==> src/rtl/sweep_ctrl_pkg.sv <==
// sweep_ctrl_pkg: state encoding and default widths shared by the sweep controller and its interface.
package sweep_ctrl_pkg;
  localparam logic [2:0] ST_IDLE = 3'd0;
  localparam logic [2:0] ST_CLEAR = 3'd1;
  localparam logic [2:0] ST_UP = 3'd2;
  localparam logic [2:0] ST_DOWN = 3'd3;
  localparam logic [2:0] ST_DONE = 3'd4;
  localparam int SWEEP_W = 4;
  localparam int SWEEP_REPS_W = 4;
  typedef enum logic [2:0] {
    S_IDLE = ST_IDLE,
    S_CLEAR = ST_CLEAR,
    S_UP = ST_UP,
    S_DOWN = ST_DOWN,
    S_DONE = ST_DONE
  } state_e;
endpackage

==> src/rtl/updown_sweep_ctrl_if.sv <==
// updown_sweep_ctrl_if: host request, counter control and status signals; abort exists only with SWEEP_CTRL_ABORT_EN.
interface updown_sweep_ctrl_if
  import sweep_ctrl_pkg::*;
#(
  parameter int W = SWEEP_W,
  parameter int REPS_W = SWEEP_REPS_W
);
  logic start;
  logic [W-1:0] lim;
  logic [REPS_W-1:0] reps;
  logic [W-1:0] cnt_val;
  logic [W-1:0] cnt_n;
  logic cnt_up;
  logic cnt_en;
  logic cnt_clr;
  logic busy;
  logic done;
  logic [REPS_W-1:0] sweep_cnt;
`ifdef SWEEP_CTRL_ABORT_EN
  logic abort;
  modport slave (input start, lim, reps, cnt_val, abort,
                 output cnt_n, cnt_up, cnt_en, cnt_clr, busy, done, sweep_cnt);
  modport master (output start, lim, reps, cnt_val, abort,
                  input cnt_n, cnt_up, cnt_en, cnt_clr, busy, done, sweep_cnt);
`else
  modport slave (input start, lim, reps, cnt_val,
                 output cnt_n, cnt_up, cnt_en, cnt_clr, busy, done, sweep_cnt);
  modport master (output start, lim, reps, cnt_val,
                  input cnt_n, cnt_up, cnt_en, cnt_clr, busy, done, sweep_cnt);
`endif
endinterface

==> src/rtl/updown_sweep_ctrl.sv <==
// updown_sweep_ctrl: runs reps triangle sweeps (0..lim..0) on an external up/down counter.
// Optional abort input enabled by defining SWEEP_CTRL_ABORT_EN.
module updown_sweep_ctrl
  import sweep_ctrl_pkg::*;
#(
  parameter int W = SWEEP_W,
  parameter int REPS_W = SWEEP_REPS_W
) (
  input logic clk,
  input logic reset,
  updown_sweep_ctrl_if.slave bus
);
  state_e st_q, st_d;
  logic [W-1:0] lim_q, lim_d;
  logic [REPS_W-1:0] reps_q, reps_d, sweep_q, sweep_d;
  logic dir_q, peak, zero, ab;
  assign peak = bus.cnt_val >= lim_q;
  assign zero = bus.cnt_val == '0;
`ifdef SWEEP_CTRL_ABORT_EN
  assign ab = bus.abort && (st_q == S_CLEAR || st_q == S_UP || st_q == S_DOWN);
`else
  assign ab = 1'b0;
`endif
  always_comb begin
    st_d = st_q;
    lim_d = lim_q;
    reps_d = reps_q;
    sweep_d = sweep_q;
    case (st_q)
      S_IDLE: if (bus.start) begin
        st_d = S_CLEAR;
        lim_d = bus.lim;
        reps_d = bus.reps;
        sweep_d = '0;
      end
      S_CLEAR: st_d = (reps_q == '0) ? S_DONE : S_UP;
      S_UP: st_d = peak ? S_DOWN : S_UP;
      S_DOWN: if (zero) begin
        sweep_d = sweep_q + 1'b1;
        st_d = (sweep_d == reps_q) ? S_DONE : S_UP;
      end
      default: st_d = S_IDLE;
    endcase
    if (ab) begin
      st_d = S_IDLE;
      sweep_d = sweep_q;
    end
  end
  always_ff @(posedge clk) begin
    if (reset) begin
      st_q <= S_IDLE;
      lim_q <= '0;
      reps_q <= '0;
      sweep_q <= '0;
      dir_q <= 1'b0;
    end else begin
      st_q <= st_d;
      lim_q <= lim_d;
      reps_q <= reps_d;
      sweep_q <= sweep_d;
      dir_q <= bus.cnt_up;
    end
  end
  // direction is forced in UP/DOWN and otherwise holds whatever it last was
  assign bus.cnt_up = (st_q == S_UP) || (st_q != S_DOWN && dir_q);
  assign bus.cnt_en = (st_q == S_UP) ? !peak : (st_q == S_DOWN) ? !zero : 1'b0;
  assign bus.cnt_clr = (st_q == S_CLEAR) || ab;
  assign bus.busy = st_q != S_IDLE;
  assign bus.done = st_q == S_DONE;
  assign bus.cnt_n = lim_q;
  assign bus.sweep_cnt = sweep_q;
endmodule

==> src/flat_wrapper.sv <==
// flat-port wrapper written by rule: the top's interface ports become plain ports
module updown_sweep_ctrl_flat import sweep_ctrl_pkg::*;
#(
  parameter int W = SWEEP_W,
  parameter int REPS_W = SWEEP_REPS_W
)
  (clk, reset, bus_start, bus_lim, bus_reps, bus_cnt_val, bus_cnt_n, bus_cnt_up, bus_cnt_en, bus_cnt_clr, bus_busy, bus_done, bus_sweep_cnt);
  updown_sweep_ctrl_if #(.W(W), .REPS_W(REPS_W)) bus_i ();
  input logic clk;
  input logic reset;
  input wire logic [$bits(bus_i.start)-1:0] bus_start;
  input wire logic [$bits(bus_i.lim)-1:0] bus_lim;
  input wire logic [$bits(bus_i.reps)-1:0] bus_reps;
  input wire logic [$bits(bus_i.cnt_val)-1:0] bus_cnt_val;
  output wire logic [$bits(bus_i.cnt_n)-1:0] bus_cnt_n;
  output wire logic [$bits(bus_i.cnt_up)-1:0] bus_cnt_up;
  output wire logic [$bits(bus_i.cnt_en)-1:0] bus_cnt_en;
  output wire logic [$bits(bus_i.cnt_clr)-1:0] bus_cnt_clr;
  output wire logic [$bits(bus_i.busy)-1:0] bus_busy;
  output wire logic [$bits(bus_i.done)-1:0] bus_done;
  output wire logic [$bits(bus_i.sweep_cnt)-1:0] bus_sweep_cnt;
  assign bus_i.start = bus_start;
  assign bus_i.lim = bus_lim;
  assign bus_i.reps = bus_reps;
  assign bus_i.cnt_val = bus_cnt_val;
  assign bus_cnt_n = bus_i.cnt_n;
  assign bus_cnt_up = bus_i.cnt_up;
  assign bus_cnt_en = bus_i.cnt_en;
  assign bus_cnt_clr = bus_i.cnt_clr;
  assign bus_busy = bus_i.busy;
  assign bus_done = bus_i.done;
  assign bus_sweep_cnt = bus_i.sweep_cnt;
  updown_sweep_ctrl #(.W(W), .REPS_W(REPS_W)) u_core (.clk(clk), .reset(reset), .bus(bus_i));
endmodule
==> config.mk <==
export PLATFORM = sky130hd
export DESIGN_NAME = updown_sweep_ctrl_flat
export DESIGN_NICKNAME = d
export VERILOG_FILES = /design/src/rtl/sweep_ctrl_pkg.sv /design/src/rtl/updown_sweep_ctrl_if.sv /design/src/rtl/updown_sweep_ctrl.sv /design/src/flat_wrapper.sv
export SDC_FILE = /design/constraint.sdc
export NUM_CORES = 1
export LEC_CHECK = 0
export ABC_AREA = 1
export BUFFER_PORTS_ARGS = -buffer_cell sky130_fd_sc_hd__buf_2
export CORE_MARGIN = 2
export CORE_UTILIZATION = 53
export DETAILED_ROUTE_END_ITERATION = 8
export PLACE_DENSITY = 0.78
export SLEW_MARGIN = 20
export SYNTH_ARGS = -nofsm -noshare
export SYNTH_HDL_FRONTEND = slang
export SYNTH_SLANG_ARGS = --single-unit
==> constraint.sdc <==
create_clock -name clk -period 2.55 [get_ports clk]
set_input_delay 0.1275 -clock clk [delete_from_list [all_inputs] [get_ports clk]]
set_output_delay 0.1275 -clock clk [all_outputs]
set_load 0.02 [all_outputs]
==> results of run 1 <==
placed cells by master (no fill, tap or decap):
cell type	instances
sky130_fd_sc_hd__nor3_1	2
sky130_fd_sc_hd__inv_1	21
sky130_fd_sc_hd__nor3_2	1
sky130_fd_sc_hd__xnor2_1	1
sky130_fd_sc_hd__nor2_1	5
sky130_fd_sc_hd__o211ai_1	1
sky130_fd_sc_hd__nor2_4	1
sky130_fd_sc_hd__or2_1	1
sky130_fd_sc_hd__nand2_1	29
sky130_fd_sc_hd__o21ai_0	11
sky130_fd_sc_hd__ha_1	5
sky130_fd_sc_hd__nand2_2	1
sky130_fd_sc_hd__dfxtp_1	16
sky130_fd_sc_hd__buf_2	27
sky130_fd_sc_hd__a21oi_1	18
sky130_fd_sc_hd__nand3_1	12
sky130_fd_sc_hd__nand4_1	4
sky130_fd_sc_hd__clkbuf_4	3
sky130_fd_sc_hd__clkbuf_8	1
sky130_fd_sc_hd__a21oi_2	1
how the worst min path moves through the flow:
stage               start                              endpoint  slack (ns)  cells after the start
finish              reset           u_core.st_q[2]$_SDFFE_PP0P_        0.08                      2
global route        reset  u_core.bus.sweep_cnt[1]$_SDFFE_PP0P_        0.09                      2
CTS                 reset               u_core.dir_q$_SDFF_PP0_        0.08                      2
detailed placement  reset               u_core.dir_q$_SDFF_PP0_        0.39                      2
global placement    reset  u_core.bus.sweep_cnt[1]$_SDFFE_PP0P_        0.39                      2
floorplan           reset      u_core.bus.cnt_n[0]$_SDFFE_PP0P_        0.20                      1
per-layer routing:
layer  up-vias  global-route usage
met5         -                   0
met3         5             0.03600
met1       395              0.2886
met4         0              0.1059
li1        495                   -
met2        20              0.3857
stage by stage:
step	hold WS [ns]	cells	utilization	total power (uW)
after detailed placement	0.3902	173	0.6769	683.3
after global placement	0.3883	173	0.6769	670.2
final	0.08447	177	0.7005	847.2
after global routing	0.09155	177	0.7005	915.5
after floorplan	0.1966	131	-	592.2
after CTS	0.07965	177	0.7005	849.8
power by group through the flow:
stage	clock network (uW)	registers [uW]	logic, uW
floorplan	0	353	240
detailed placement	0	337	347
CTS	171	331	347
finish	169	332	346
global route	180	337	398
global placement	0	332	338
state kept, by name (all words and copies together), names as in the netlist:
register              flops
u_core.bus.cnt_n          4
u_core.bus.sweep_cnt      4
u_core.dir_q              1
u_core.reps_q             4
u_core.st_q               3
cell families (layout without fill, tap and decap cells):
logic type | Yosys count | in the layout
AO/OA/AOI/OAI | 31 | 31
XOR/XNOR | 1 | 1
adder cells (fa/ha/maj) | 5 | 5
buffers and inverters | 22 | 52
flip-flops | 16 | 16
AND/OR/NAND/NOR | 56 | 56
cell usage after synthesis (2+ instances only):
library cell	number
sky130_fd_sc_hd__nand3_1	12
sky130_fd_sc_hd__ha_1	5
sky130_fd_sc_hd__o21ai_0	11
sky130_fd_sc_hd__a21oi_1	18
sky130_fd_sc_hd__nor2_1	5
sky130_fd_sc_hd__nand4_1	4
sky130_fd_sc_hd__nor3_1	2
sky130_fd_sc_hd__inv_1	21
sky130_fd_sc_hd__dfxtp_1	16
sky130_fd_sc_hd__nand2_1	29
area by class of cell:
cell class	instances	area (um^2)
flip-flops and latches	16	320.3
repair buffers	27	135.1
well taps	16	20.02
clock buffers	4	36.28
multi-input cells	93	489.2
fillers	138	461.7
inverters	21	78.83
critical path: cells and delay by family, from the launching register on:
family                     cells  cell delay [ns]
AOI/OAI and AO/OA              3             0.42
adders and majority gates      1             0.33
buffers and inverters          2             0.24
DFF                            1             0.34
==> impl_metrics.prom, run 1 <==
# TYPE chip_impl_metric gauge
chip_impl_metric{name="gp_congestion",unit=""} 0.7977
chip_impl_info{name="end_kind",value="output port"} 1
chip_impl_metric{name="clock-sinks",unit=""} 16
chip_impl_metric{name="max_slew_margin",unit=""} 0.6936
chip_impl_metric{name="ir_worst_vdd",unit="V"} 0.0004963
chip_impl_info{name="dominant_combinational_cell_family_by_area_after_synthesis",value="simple AND/OR/NAND/NOR gates"} 1
chip_impl_metric{name="pin_count",unit=""} 28
chip_impl_metric{name="final.period_utilization",unit=""} 0.6844
chip_impl_metric{name="maxClockFrequency",unit="MHz"} 573.0
chip_impl_metric{name="remaining_antenna_violation_count",unit=""} 0
chip_impl_info{name="synthDominantAreaCellType",value="sky130_fd_sc_hd__dfxtp_1"} 1
chip_impl_metric{name="synth.avg_cell_area",unit="um^2"} 6.867
chip_impl_metric{name="areaGrowthSynthToFinish",unit="%"} 20.03
chip_impl_info{name="crit_type",value="reg2out"} 1
chip_impl_metric{name="comb_pwr_share",unit=""} 0.409
chip_impl_info{name="cpMaxStageDelayCell",value="sky130_fd_sc_hd__dfxtp_1"} 1
chip_impl_metric{name="clock_tree.htree_level_count",unit=""} 1
chip_impl_metric{name="cts_buffer_depth",unit=""} 2
chip_impl_metric{name="post_cts_resize_count",unit=""} 0
chip_impl_info{name="maxUsedRoutingLayer",value="met4"} 1
chip_impl_metric{name="cp_max_fo",unit=""} 3
chip_impl_metric{name="critPathMaxStageDelay",unit="ns"} 0.34
chip_impl_info{name="beginning_of_the_worst_register_to_register_path",value="u_core.bus.sweep_cnt[0]$_SDFFE_PP0P_"} 1
chip_impl_metric{name="crit_arrival",unit="ns"} 1.62
chip_impl_metric{name="p_leak",unit="uW"} 0.0005207
chip_impl_metric{name="fin_nets",unit=""} 182
chip_impl_metric{name="ff_to_ff_path_depth",unit=""} 9
chip_impl_metric{name="worstSkewPairLatency",unit="ns"} 0.29
chip_impl_metric{name="mappedNetlistArea",unit="um^2"} 899.6
chip_impl_info{name="cp-endpoint",value="bus_cnt_en"} 1
chip_impl_info{name="clk_root_buffer_cell",value="sky130_fd_sc_hd__clkbuf_4"} 1
chip_impl_metric{name="worst_pin_slew",unit="ns"} 0.4585
chip_impl_metric{name="drive_gt1_frac",unit=""} 0.2174
chip_impl_metric{name="required",unit="ns"} 2.42
chip_impl_metric{name="yosys_warning_count",unit=""} 0
chip_impl_info{name="grt_setup_unrepaired",value="no"} 1
chip_impl_metric{name="clock_power_share",unit=""} 0.200
chip_impl_metric{name="chipHeight",unit="um"} 45.20
chip_impl_metric{name="drt_iter0_drc",unit=""} 9
chip_impl_info{name="worstPathCellList",value="inv_1 -> ha_1 -> a21oi_1 -> o211ai_1 -> o21ai_0 -> buf_2"} 1
chip_impl_metric{name="core_region_area",unit="um^2"} 1541
chip_impl_info{name="run_status",value="finished, final reports clean"} 1
chip_impl_info{name="startpoint_type",value="flop"} 1
chip_impl_metric{name="grt_start_max_net_pins",unit=""} 17
chip_impl_info{name="post_synth_main_area_contributors",value="sky130_fd_sc_hd__dfxtp_1 36%, sky130_fd_sc_hd__nand2_1 12%, sky130_fd_sc_hd__a21oi_1 10%"} 1
chip_impl_metric{name="place_area",unit="um^2"} 1044
chip_impl_metric{name="setup-tns-final",unit="ns"} 0
chip_impl_metric{name="post_synth_xor_area_fraction",unit=""} 0.009736
chip_impl_metric{name="via_per_inst",unit=""} 5.169
chip_impl_metric{name="drcViolationCount",unit=""} 0
chip_impl_metric{name="yosys-mux-area-fraction",unit=""} 0
chip_impl_info{name="worst_hold_path_type",value="in2reg"} 1
chip_impl_metric{name="std_cell_rows",unit=""} 14
chip_impl_metric{name="detailroute.via_count",unit=""} 915
chip_impl_metric{name="number_of_hold_violations_in_the_final_report",unit=""} 0
chip_impl_metric{name="gr-total-overflow",unit=""} 0
chip_impl_metric{name="final_cell_area",unit="um^2"} 1080
chip_impl_metric{name="fin_ws",unit="ns"} 0.8048
chip_impl_metric{name="synth_seq_area_share",unit=""} 0.3561
chip_impl_metric{name="diodes",unit=""} 0
chip_impl_metric{name="sequentialPowerShare",unit=""} 0.392
chip_impl_metric{name="wirelength_met1",unit="um"} 918
chip_impl_metric{name="netSwitchingFraction",unit=""} 0.4079
chip_impl_metric{name="met2RoutedLength",unit="um"} 918
chip_impl_info{name="postSynth.topFlopCell",value="sky130_fd_sc_hd__dfxtp_1"} 1
chip_impl_metric{name="clkSlewWorstSetupHoldPaths",unit="ns"} 0.09
chip_impl_metric{name="placement.io_buffers",unit=""} 27
chip_impl_metric{name="die_area",unit="um^2"} 2043
chip_impl_metric{name="layout_min_cycle_time",unit="ns"} 1.745
chip_impl_metric{name="route.met3.wl",unit="um"} 79
chip_impl_metric{name="clock_skew",unit="ns"} 0.001347
chip_impl_metric{name="yosysUniqueCellTypes",unit=""} 18
chip_impl_metric{name="power_per_cell_area",unit="nW/um^2"} 784.6
chip_impl_metric{name="postSynthRegisterBits",unit=""} 16
chip_impl_metric{name="detail_route.first_pass.iterations",unit=""} 4
chip_impl_metric{name="route.final.wire_length",unit="um"} 1951
chip_impl_info{name="tritoncts",value="yes"} 1
chip_impl_metric{name="synth_enable_flop_cells",unit=""} 0
chip_impl_metric{name="netlist_instances",unit=""} 131
chip_impl_metric{name="setup_viol_count_final",unit=""} 0
chip_impl_metric{name="antenna_found_initial",unit=""} 0
chip_impl_metric{name="share_of_the_synthesized_area_in_compound_gates_ao_oa_aoi_oai",unit=""} 0.1794
chip_impl_metric{name="drv_cap",unit=""} 0
chip_impl_metric{name="dp_slack",unit="ns"} 0.9949
chip_impl_metric{name="dp_hpwl",unit="um"} 1556
chip_impl_metric{name="grt_util_all_layers",unit=""} 0.2303
chip_impl_metric{name="mappedNetlistNets",unit=""} 151
chip_impl_metric{name="grt_first_pass_wirelength",unit="um"} 3346
chip_impl_metric{name="synth_fa_ha_area_frac",unit=""} 0.06954
chip_impl_info{name="crit_start",value="u_core.bus.cnt_n[3]$_SDFFE_PP0P_"} 1
chip_impl_metric{name="die_w",unit="um"} 45.20
chip_impl_metric{name="route.detailed.wl_per_inst",unit="um"} 11.02
chip_impl_info{name="rr_endpoint",value="u_core.st_q[1]$_SDFFE_PP0P_"} 1
chip_impl_metric{name="final_max_slew_viol_count",unit=""} 0
chip_impl_metric{name="async_reset_ff_frac",unit=""} 0
chip_impl_metric{name="initial_core_utilization",unit=""} 0.5836
chip_impl_metric{name="internal-power",unit="uW"} 501.6
chip_impl_metric{name="first_global_vias",unit=""} 804
chip_impl_metric{name="post_cts_setup_buffers",unit=""} 0
chip_impl_metric{name="cts_buffers",unit=""} 3
chip_impl_metric{name="cts.hold.buffers_added",unit=""} 0
chip_impl_metric{name="total_net_switching_power",unit="uW"} 345.6
chip_impl_metric{name="worst_setup_slack_for_register_to_register_paths",unit="ns"} 0.97
chip_impl_metric{name="synth_largest_type_area_fraction",unit=""} 0.3561
chip_impl_metric{name="synthSimpleGateAreaFrac",unit=""} 0.2851
Note: power is estimated with default switching activity, not from simulation.
==> inputs of run 2 (changes only) <==
--- a/config.mk
+++ b/config.mk
@@ -5,12 +5,12 @@
 export SDC_FILE = /design/constraint.sdc
 export NUM_CORES = 1
 export LEC_CHECK = 0
-export ABC_AREA = 1
+export ABC_AREA = 0
 export BUFFER_PORTS_ARGS = -buffer_cell sky130_fd_sc_hd__buf_2
 export CORE_MARGIN = 2
-export CORE_UTILIZATION = 53
+export CORE_UTILIZATION = 45
 export DETAILED_ROUTE_END_ITERATION = 8
-export PLACE_DENSITY = 0.78
+export PLACE_DENSITY = 0.7
 export SLEW_MARGIN = 20
 export SYNTH_ARGS = -nofsm -noshare
 export SYNTH_HDL_FRONTEND = slang
==> constraint.sdc (replaced) <==
create_clock -name clk -period 1.5 [get_ports clk]
set_input_delay 0.075 -clock clk [delete_from_list [all_inputs] [get_ports clk]]
set_output_delay 0.075 -clock clk [all_outputs]
set_load 0.02 [all_outputs]
==> run 2 against run 1 <==
  * Largest cell class unchanged
  * Final cell count increased by 1.1%
  * Total power up 42%
  * Non-clock buffer count increased by 10
  * Core utilization decreased by 5.3 points
  * The flow now finishes with violations (negative setup slack)
  * Synthesized area rose by 3.2%
  * Hold slack lost 0.064 ns
  * Sequential share of layout area down 3.8 points
  * Register-to-register slack worse by 1.1 ns
  * Clock skew rose by 0.0044 ns
==> impl_metrics.prom, run 2 <==
# TYPE chip_impl_metric gauge
chip_impl_metric{name="mappedNetlistArea",unit="um^2"} 928.4
chip_impl_info{name="synthDominantAreaCellType",value="sky130_fd_sc_hd__dfxtp_1"} 1
chip_impl_metric{name="dp_hpwl",unit="um"} 1620
chip_impl_metric{name="clock_tree.htree_level_count",unit=""} 1
chip_impl_metric{name="max_slew_margin",unit=""} 0.7147
chip_impl_metric{name="cts_buffer_depth",unit=""} 2
chip_impl_metric{name="netSwitchingFraction",unit=""} 0.3571
chip_impl_metric{name="std_cell_rows",unit=""} 16
chip_impl_info{name="crit_type",value="reg2out"} 1
chip_impl_metric{name="yosys_warning_count",unit=""} 0
chip_impl_metric{name="layout_min_cycle_time",unit="ns"} 1.675
chip_impl_metric{name="drcViolationCount",unit=""} 0
chip_impl_metric{name="ir_worst_vdd",unit="V"} 0.0007303
chip_impl_metric{name="fin_nets",unit=""} 174
chip_impl_info{name="tritoncts",value="yes"} 1
chip_impl_info{name="end_kind",value="output port"} 1
chip_impl_metric{name="grt_first_pass_wirelength",unit="um"} 3712
chip_impl_metric{name="cts_buffers",unit=""} 3
chip_impl_metric{name="grt_start_max_net_pins",unit=""} 16
chip_impl_metric{name="met2RoutedLength",unit="um"} 1164
chip_impl_metric{name="initial_core_utilization",unit=""} 0.4732
chip_impl_metric{name="netlist_instances",unit=""} 116
chip_impl_metric{name="chipHeight",unit="um"} 49.42
chip_impl_info{name="run_status",value="finished with violations"} 1
chip_impl_metric{name="async_reset_ff_frac",unit=""} 0
chip_impl_metric{name="die_area",unit="um^2"} 2442
chip_impl_metric{name="drt_iter0_drc",unit=""} 20
chip_impl_metric{name="comb_pwr_share",unit=""} 0.383
chip_impl_metric{name="maxClockFrequency",unit="MHz"} 597.2
chip_impl_info{name="startpoint_type",value="flop"} 1
chip_impl_metric{name="fillers",unit=""} 186
chip_impl_metric{name="post_synth_xor_area_fraction",unit=""} 0.05660
chip_impl_info{name="post_synth_main_area_contributors",value="sky130_fd_sc_hd__dfxtp_1 35%, sky130_fd_sc_hd__nand2_1 8.9%, sky130_fd_sc_hd__a21oi_1 7.0%"} 1
chip_impl_metric{name="final.period_utilization",unit=""} 1.116
chip_impl_metric{name="final_max_slew_viol_count",unit=""} 0
chip_impl_metric{name="setup_viol_count_final",unit=""} 2
chip_impl_metric{name="number_of_hold_violations_in_the_final_report",unit=""} 0
chip_impl_metric{name="drv_cap",unit=""} 0
chip_impl_metric{name="synth_enable_flop_cells",unit=""} 0
chip_impl_metric{name="postSynthRegisterBits",unit=""} 16
chip_impl_metric{name="clock_power_share",unit=""} 0.185
chip_impl_metric{name="total_power",unit="uW"} 1206
chip_impl_metric{name="pin_count",unit=""} 28
chip_impl_metric{name="route.detailed.wl_per_inst",unit="um"} 13.01
chip_impl_metric{name="synth_fa_ha_area_frac",unit=""} 0.06739
chip_impl_metric{name="route.final.wire_length",unit="um"} 2328
chip_impl_metric{name="total_net_switching_power",unit="uW"} 430.6
chip_impl_metric{name="synth_largest_type_area_fraction",unit=""} 0.3450
chip_impl_metric{name="dp_slack",unit="ns"} 0.04676
chip_impl_metric{name="detail_route.first_pass.iterations",unit=""} 5
chip_impl_info{name="synth.most_common_cell",value="sky130_fd_sc_hd__nand2_1"} 1
chip_impl_metric{name="gp_congestion",unit=""} 0.8248
chip_impl_metric{name="route.met3.wl",unit="um"} 134
chip_impl_metric{name="power_per_cell_area",unit="nW/um^2"} 949.6
chip_impl_metric{name="sequentialPowerShare",unit=""} 0.432
chip_impl_metric{name="fin_ws",unit="ns"} -0.1746
chip_impl_metric{name="clock-sinks",unit=""} 16
chip_impl_metric{name="yosys-mux-area-fraction",unit=""} 0
chip_impl_info{name="violated_checks",value="negative setup slack"} 1
chip_impl_metric{name="die_w",unit="um"} 49.42
chip_impl_info{name="maxUsedRoutingLayer",value="met4"} 1
chip_impl_metric{name="clock_skew",unit="ns"} 0.005745
chip_impl_metric{name="synth_seq_area_share",unit=""} 0.3450
chip_impl_metric{name="diodes",unit=""} 0
chip_impl_metric{name="setup-tns-final",unit="ns"} -0.3173
chip_impl_metric{name="p_leak",unit="uW"} 0.0005608
chip_impl_metric{name="worst_pin_slew",unit="ns"} 0.4240
chip_impl_metric{name="worstSkewPairLatency",unit="ns"} 0.28
chip_impl_metric{name="fin_hold_ws",unit="ns"} 0.02088
chip_impl_metric{name="core_region_area",unit="um^2"} 1962
chip_impl_info{name="final_common_cell",value="sky130_fd_sc_hd__buf_2"} 1
chip_impl_metric{name="drive_gt1_frac",unit=""} 0.4079
chip_impl_info{name="worst_hold_path_type",value="in2reg"} 1
chip_impl_metric{name="internal-power",unit="uW"} 775.3
chip_impl_info{name="dominant_combinational_cell_family_by_area_after_synthesis",value="simple AND/OR/NAND/NOR gates"} 1
chip_impl_info{name="clk_root_buffer_cell",value="sky130_fd_sc_hd__clkbuf_4"} 1
chip_impl_info{name="synth_top_cells_by_count",value="22 x sky130_fd_sc_hd__nand2_1, 16 x sky130_fd_sc_hd__dfxtp_1, 13 x sky130_fd_sc_hd__a21oi_1, 8 x sky130_fd_sc_hd__nor2_1, 6 x sky130_fd_sc_hd__inv_1"} 1
chip_impl_metric{name="detailroute.via_count",unit=""} 954
chip_impl_metric{name="first_global_vias",unit=""} 832
chip_impl_metric{name="yosysUniqueCellTypes",unit=""} 35
chip_impl_info{name="grt_setup_unrepaired",value="yes"} 1
chip_impl_metric{name="wirelength_met1",unit="um"} 1013
chip_impl_info{name="postSynth.topFlopCell",value="sky130_fd_sc_hd__dfxtp_1"} 1
chip_impl_metric{name="grt_util_all_layers",unit=""} 0.1956
chip_impl_metric{name="share_of_the_synthesized_area_in_compound_gates_ao_oa_aoi_oai",unit=""} 0.1981
chip_impl_metric{name="antenna_found_initial",unit=""} 0
chip_impl_metric{name="areaGrowthSynthToFinish",unit="%"} 36.79
chip_impl_metric{name="via_per_inst",unit=""} 5.330
chip_impl_info{name="mostFrequentLayoutCells",value="26 x sky130_fd_sc_hd__buf_2, 21 x sky130_fd_sc_hd__nand2_1, 13 x sky130_fd_sc_hd__a21oi_1, 9 x sky130_fd_sc_hd__buf_4, 9 x sky130_fd_sc_hd__dfxtp_1"} 1
chip_impl_metric{name="mappedNetlistNets",unit=""} 136
chip_impl_metric{name="clkSlewWorstSetupHoldPaths",unit="ns"} 0.10
chip_impl_metric{name="gr-total-overflow",unit=""} 0
chip_impl_metric{name="crit_arrival",unit="ns"} 1.60
chip_impl_metric{name="remaining_antenna_violation_count",unit=""} 0
chip_impl_metric{name="synth.avg_cell_area",unit="um^2"} 8.003
chip_impl_metric{name="synthSimpleGateAreaFrac",unit=""} 0.2884
chip_impl_metric{name="cts.hold.buffers_added",unit=""} 0
chip_impl_metric{name="cp_max_fo",unit=""} 2
chip_impl_metric{name="required",unit="ns"} 1.42
chip_impl_metric{name="placement.io_buffers",unit=""} 27
==> run 2: cell types whose count changed after synthesis, moves of 3 or more <==
cell	delta
sky130_fd_sc_hd__a21oi_1	-5
sky130_fd_sc_hd__buf_2	+3
sky130_fd_sc_hd__inv_1	-15
sky130_fd_sc_hd__nand2_1	-7
sky130_fd_sc_hd__nand3_1	-11
sky130_fd_sc_hd__nand4_1	-3
sky130_fd_sc_hd__nor2_1	+3
sky130_fd_sc_hd__nor4_1	+4
sky130_fd_sc_hd__o21ai_0	-10
sky130_fd_sc_hd__o21ai_1	+3
sky130_fd_sc_hd__xnor2_1	+3
==> run 2: path summary, 6_finish.rpt <==
check	from	end	slack, ns	cells after the start
max	u_core.bus.cnt_n[1]$_SDFFE_PP0P_	bus_cnt_en	-0.17	6
min	bus_lim[0]	u_core.bus.cnt_n[0]$_SDFFE_PP0P_	0.02	3
max reg2reg	u_core.bus.cnt_n[1]$_SDFFE_PP0P_	u_core.st_q[0]$_SDFFE_PP0P_	-0.14	7
min reg2reg	u_core.reps_q[0]$_SDFFE_PP0P_	u_core.reps_q[0]$_SDFFE_PP0P_	0.49	2
==> run 2: cells by family (layout without fill, tap and decap cells) <==
logic type / Yosys count / after routing
fa+ha+maj: 5 / 5
xor+xnor: 6 / 6
compound gates: 28 / 28
buf+inv: 10 / 46
simple gates: 51 / 51
flops: 16 / 16
==> run 2: cell type report <==
| cell class | count | area (um^2) | share of cell area |
|---|---|---|---|
| Multi-Input combinational cell | 90 | 641.9 | 0.5054 |
| Tap cell | 27 | 33.78 | 0.02660 |
| Timing Repair Buffer | 37 | 220.2 | 0.1734 |
| Sequential cell | 16 | 329.1 | 0.2591 |
| Inverter | 6 | 22.52 | 0.01773 |
| Clock buffer | 3 | 22.52 | 0.01773 |
==> run 2: timing repair <==
item                       CTS  global route
setup endpoints to repair    1            15
resized for setup           10             9
buffers inserted             5             1
pin swaps                    5             0
==> run 2: power groups by stage <==
stage	sequential (uW)	combinational (uW)	clock, uW
6_report	521	462	223
5_1_grt	529	503	249
4_1_cts	514	415	231
3_5_place_dp	522	366	0
3_3_place_gp	518	358	0
2_1_floorplan	516	255	0
==> run 2: routing by layer <==
layer | vias to the layer above | track usage
met2 | 27 | 0.3401
met1 | 446 | 0.2452
met3 | 2 | 0.04601
met5 | - | 0
met4 | 0 | 0.04167
li1 | 479 | -
==> run 2: worst max-delay path, stage by stage (launching register included) <==
cell and delay [ns]:
sky130_fd_sc_hd__dfxtp_2 0.34, sky130_fd_sc_hd__inv_1 0.04, sky130_fd_sc_hd__ha_1 0.20, sky130_fd_sc_hd__nor4_2 0.28, sky130_fd_sc_hd__a211o_1 0.20, sky130_fd_sc_hd__o21ba_1 0.14, sky130_fd_sc_hd__buf_6 0.12
==> run 2: per-stage QoR <==
stage            util  instance area [um^2]  cells
6_report       0.6473                  1270    179
4_1_cts        0.6199                  1216    178
5_1_grt        0.6473                  1270    179
2_1_floorplan       -                 930.9    116
3_3_place_gp   0.5663                  1111    170
3_5_place_dp   0.5663                  1111    170
==> inputs of run 3 (changes only) <==
==> constraint.sdc (replaced) <==
create_clock -name clk -period 1.5 [get_ports clk]
set_input_delay 0.45 -clock clk [delete_from_list [all_inputs] [get_ports clk]]
set_output_delay 0.45 -clock clk [all_outputs]
set_load 0.02 [all_outputs]
==> run 3 against run 2 <==
  * The run still ends with negative setup slack left
  * Die area unchanged
  * Fmax decreased by 19%
  * Cell area increased by 12%
  * Total power increased by 17%
  * Sequential power decreased by 2%
  * Clock skew increased by 0.0025 ns
  * Critical endpoint unchanged
  * Critical path depth unchanged
  * Register-to-register slack improved by 0.12 ns
  * First-iteration DRC count decreased by 20%
  * Highest routed layer unchanged
==> impl_metrics.prom, run 3 (synthesized netlist as in run 2, its figures left out) <==
# TYPE chip_impl_metric gauge
chip_impl_info{name="run_status",value="finished with violations"} 1
chip_impl_info{name="violated_checks",value="negative setup slack"} 1
chip_impl_metric{name="remaining_antenna_violation_count",unit=""} 0
chip_impl_metric{name="cts.hold.buffers_added",unit=""} 0
chip_impl_metric{name="route.final.wire_length",unit="um"} 2618
chip_impl_metric{name="via_per_inst",unit=""} 5.376
chip_impl_metric{name="fin_nets",unit=""} 180
chip_impl_metric{name="comb_pwr_share",unit=""} 0.429
chip_impl_metric{name="required",unit="ns"} 1.05
chip_impl_metric{name="critPathMaxStageDelay",unit="ns"} 0.34
chip_impl_metric{name="grt_util_all_layers",unit=""} 0.2181
chip_impl_metric{name="fin_cells",unit=""} 186
chip_impl_metric{name="drive_gt1_frac",unit=""} 0.4906
chip_impl_metric{name="total_power",unit="uW"} 1405
chip_impl_metric{name="dp_hpwl",unit="um"} 1738
chip_impl_metric{name="power_per_cell_area",unit="nW/um^2"} 986.9
chip_impl_metric{name="total_net_switching_power",unit="uW"} 494.0
chip_impl_metric{name="die_area",unit="um^2"} 2442
chip_impl_metric{name="fin_hold_ws",unit="ns"} 0.3853
chip_impl_metric{name="dpl.cell_count",unit=""} 179
chip_impl_metric{name="drcViolationCount",unit=""} 0
chip_impl_metric{name="detail_route.first_pass.iterations",unit=""} 4
chip_impl_info{name="clk_root_buffer_cell",value="sky130_fd_sc_hd__clkbuf_4"} 1
chip_impl_metric{name="sequentialPowerShare",unit=""} 0.364
chip_impl_info{name="crit_type",value="reg2out"} 1
chip_impl_metric{name="internal-power",unit="uW"} 911.3
chip_impl_metric{name="antenna_found_initial",unit=""} 0
chip_impl_info{name="worstPathCellList",value="inv_2 -> ha_4 -> o21ai_2 -> a211o_1 -> o21ba_4 -> buf_6"} 1
chip_impl_metric{name="clkSlewWorstSetupHoldPaths",unit="ns"} 0.09
chip_impl_metric{name="initial_core_utilization",unit=""} 0.4732
chip_impl_metric{name="final.period_utilization",unit=""} 1.377
chip_impl_metric{name="netSwitchingFraction",unit=""} 0.3515
chip_impl_metric{name="clock_power_share",unit=""} 0.207
chip_impl_metric{name="worst_pin_slew",unit="ns"} 0.5237
chip_impl_metric{name="placement.io_buffers",unit=""} 27
chip_impl_info{name="mostFrequentLayoutCells",value="22 x sky130_fd_sc_hd__buf_2, 19 x sky130_fd_sc_hd__nand2_1, 13 x sky130_fd_sc_hd__buf_4, 11 x sky130_fd_sc_hd__a21oi_1, 10 x sky130_fd_sc_hd__dfxtp_1"} 1
chip_impl_metric{name="ir_worst_vdd",unit="V"} 0.0008511
chip_impl_metric{name="crit_arrival",unit="ns"} 1.62
chip_impl_metric{name="pin_count",unit=""} 28
chip_impl_metric{name="diodes",unit=""} 0
chip_impl_metric{name="cts_buffer_depth",unit=""} 2
chip_impl_metric{name="drv_cap",unit=""} 0
chip_impl_metric{name="cp_max_fo",unit=""} 2
chip_impl_metric{name="clock-sinks",unit=""} 16
chip_impl_metric{name="first_global_vias",unit=""} 922
chip_impl_metric{name="std_cell_rows",unit=""} 16
chip_impl_metric{name="number_of_hold_violations_in_the_final_report",unit=""} 0
chip_impl_metric{name="final_max_slew_viol_count",unit=""} 0
chip_impl_metric{name="drt_iter0_drc",unit=""} 16
chip_impl_metric{name="grt_start_max_net_pins",unit=""} 15
chip_impl_metric{name="clock_skew",unit="ns"} 0.008236
chip_impl_metric{name="worstSkewPairLatency",unit="ns"} 0.29
chip_impl_metric{name="gp_congestion",unit=""} 0.8211
chip_impl_metric{name="grt_first_pass_wirelength",unit="um"} 4091
chip_impl_metric{name="max_slew_margin",unit=""} 0.6476
chip_impl_info{name="end_kind",value="output port"} 1
chip_impl_metric{name="fillers",unit=""} 157
chip_impl_metric{name="core_region_area",unit="um^2"} 1962
chip_impl_info{name="worst_path_dominant_cell_family",value="compound AO/OA/AOI/OAI gates"} 1
chip_impl_metric{name="maxClockFrequency",unit="MHz"} 484.2
chip_impl_metric{name="layout_min_cycle_time",unit="ns"} 2.065
chip_impl_metric{name="route.detailed.wl_per_inst",unit="um"} 14.08
chip_impl_metric{name="setup_viol_count_final",unit=""} 6
chip_impl_metric{name="cts_buffers",unit=""} 3
chip_impl_info{name="startpoint_type",value="flop"} 1
chip_impl_metric{name="fin_ws",unit="ns"} -0.5652
chip_impl_info{name="tritoncts",value="yes"} 1
chip_impl_info{name="worst_hold_path_type",value="in2reg"} 1
chip_impl_metric{name="chipHeight",unit="um"} 49.42
chip_impl_metric{name="detailroute.via_count",unit=""} 1000
chip_impl_metric{name="gr-total-overflow",unit=""} 0
chip_impl_metric{name="areaGrowthSynthToFinish",unit="%"} 53.37
chip_impl_info{name="grt_setup_unrepaired",value="yes"} 1
chip_impl_metric{name="p_leak",unit="uW"} 0.0006130
chip_impl_info{name="cpMaxStageDelayCell",value="sky130_fd_sc_hd__dfxtp_2"} 1
chip_impl_metric{name="clock_tree.htree_level_count",unit=""} 1
chip_impl_metric{name="cp.buffers_inverters",unit=""} 2
chip_impl_info{name="final_common_cell",value="sky130_fd_sc_hd__buf_2"} 1
chip_impl_metric{name="die_w",unit="um"} 49.42
## run 3: cell count changes in the layout (fill, tap and decap cells not counted), sizes merged
cell / before / now
buf: 37 / 43
clkbuf: 3 / 4
## run 3: worst paths after layout
check | startpoint | endpoint | slack, ns | depth (start not counted)
setup reg to reg | u_core.bus.cnt_n[1]$_SDFFE_PP0P_ | u_core.st_q[0]$_SDFFE_PP0P_ | -0.02 | 6
hold reg to reg | u_core.bus.sweep_cnt[1]$_SDFFE_PP0P_ | u_core.bus.sweep_cnt[1]$_SDFFE_PP0P_ | 0.50 | 2
hold / removal | bus_lim[1] | u_core.bus.cnt_n[1]$_SDFFE_PP0P_ | 0.39 | 3
setup / recovery | u_core.bus.cnt_n[1]$_SDFFE_PP0P_ | bus_cnt_en | -0.57 | 6
## run 3: metrics by stage
step	setup slack (ns)	instance area [um^2]	setup TNS (ns)	util
after floorplan	-0.3106	939.7	-0.3365	-
after global placement	-0.5184	1187	-1.498	0.6052
after detailed placement	-0.5549	1187	-1.685	0.6052
after CTS	-0.5732	1364	-0.9699	0.6952
after global routing	-0.6349	1424	-1.366	0.7258
final	-0.5652	1424	-1.043	0.7258
## run 3: metal layers
metal / track usage / vias to the layer above / wire [um]
met5: 0 / - / 0
met4: 0.05556 / 0 / 19
met3: 0.05828 / 2 / 129
met2: 0.4144 / 28 / 1330
met1: 0.2357 / 479 / 1140
li1: - / 491 / -
## run 3: timing repair
| action | 4_1_cts | 5_1_grt |
|---|---|---|
| pin swaps | 7 | 5 |
| resized for setup | 31 | 12 |
| endpoints found under the setup margin | 6 | 16 |
| setup buffers | 2 | 1 |
## run 3: area by class of cell
cell class,instances,area (um^2),area share
clock buffer,4,36.28,0.02548
multi-input combinational,90,694.4,0.4877
sequential,16,335.3,0.2355
inverter,6,22.52,0.01582
timing repair buffer,43,301.5,0.2118
tap,27,33.78,0.02373
## run 3: power groups by stage
| stage | registers [uW] | logic [uW] | clock network (uW) |
|---|---|---|---|
| 2_1_floorplan | 516 | 265 | 0 |
| 3_3_place_gp | 501 | 419 | 0 |
| 3_5_place_dp | 504 | 431 | 0 |
| 4_1_cts | 507 | 548 | 293 |
| 5_1_grt | 515 | 642 | 319 |
| 6_report | 511 | 603 | 291 |
## run 3: tightest hold or removal path, delay by kind of cell
kind            cells  cell delay, ns
buf+inv             1            0.10
compound gates      1            0.04
simple gates        1            0.05
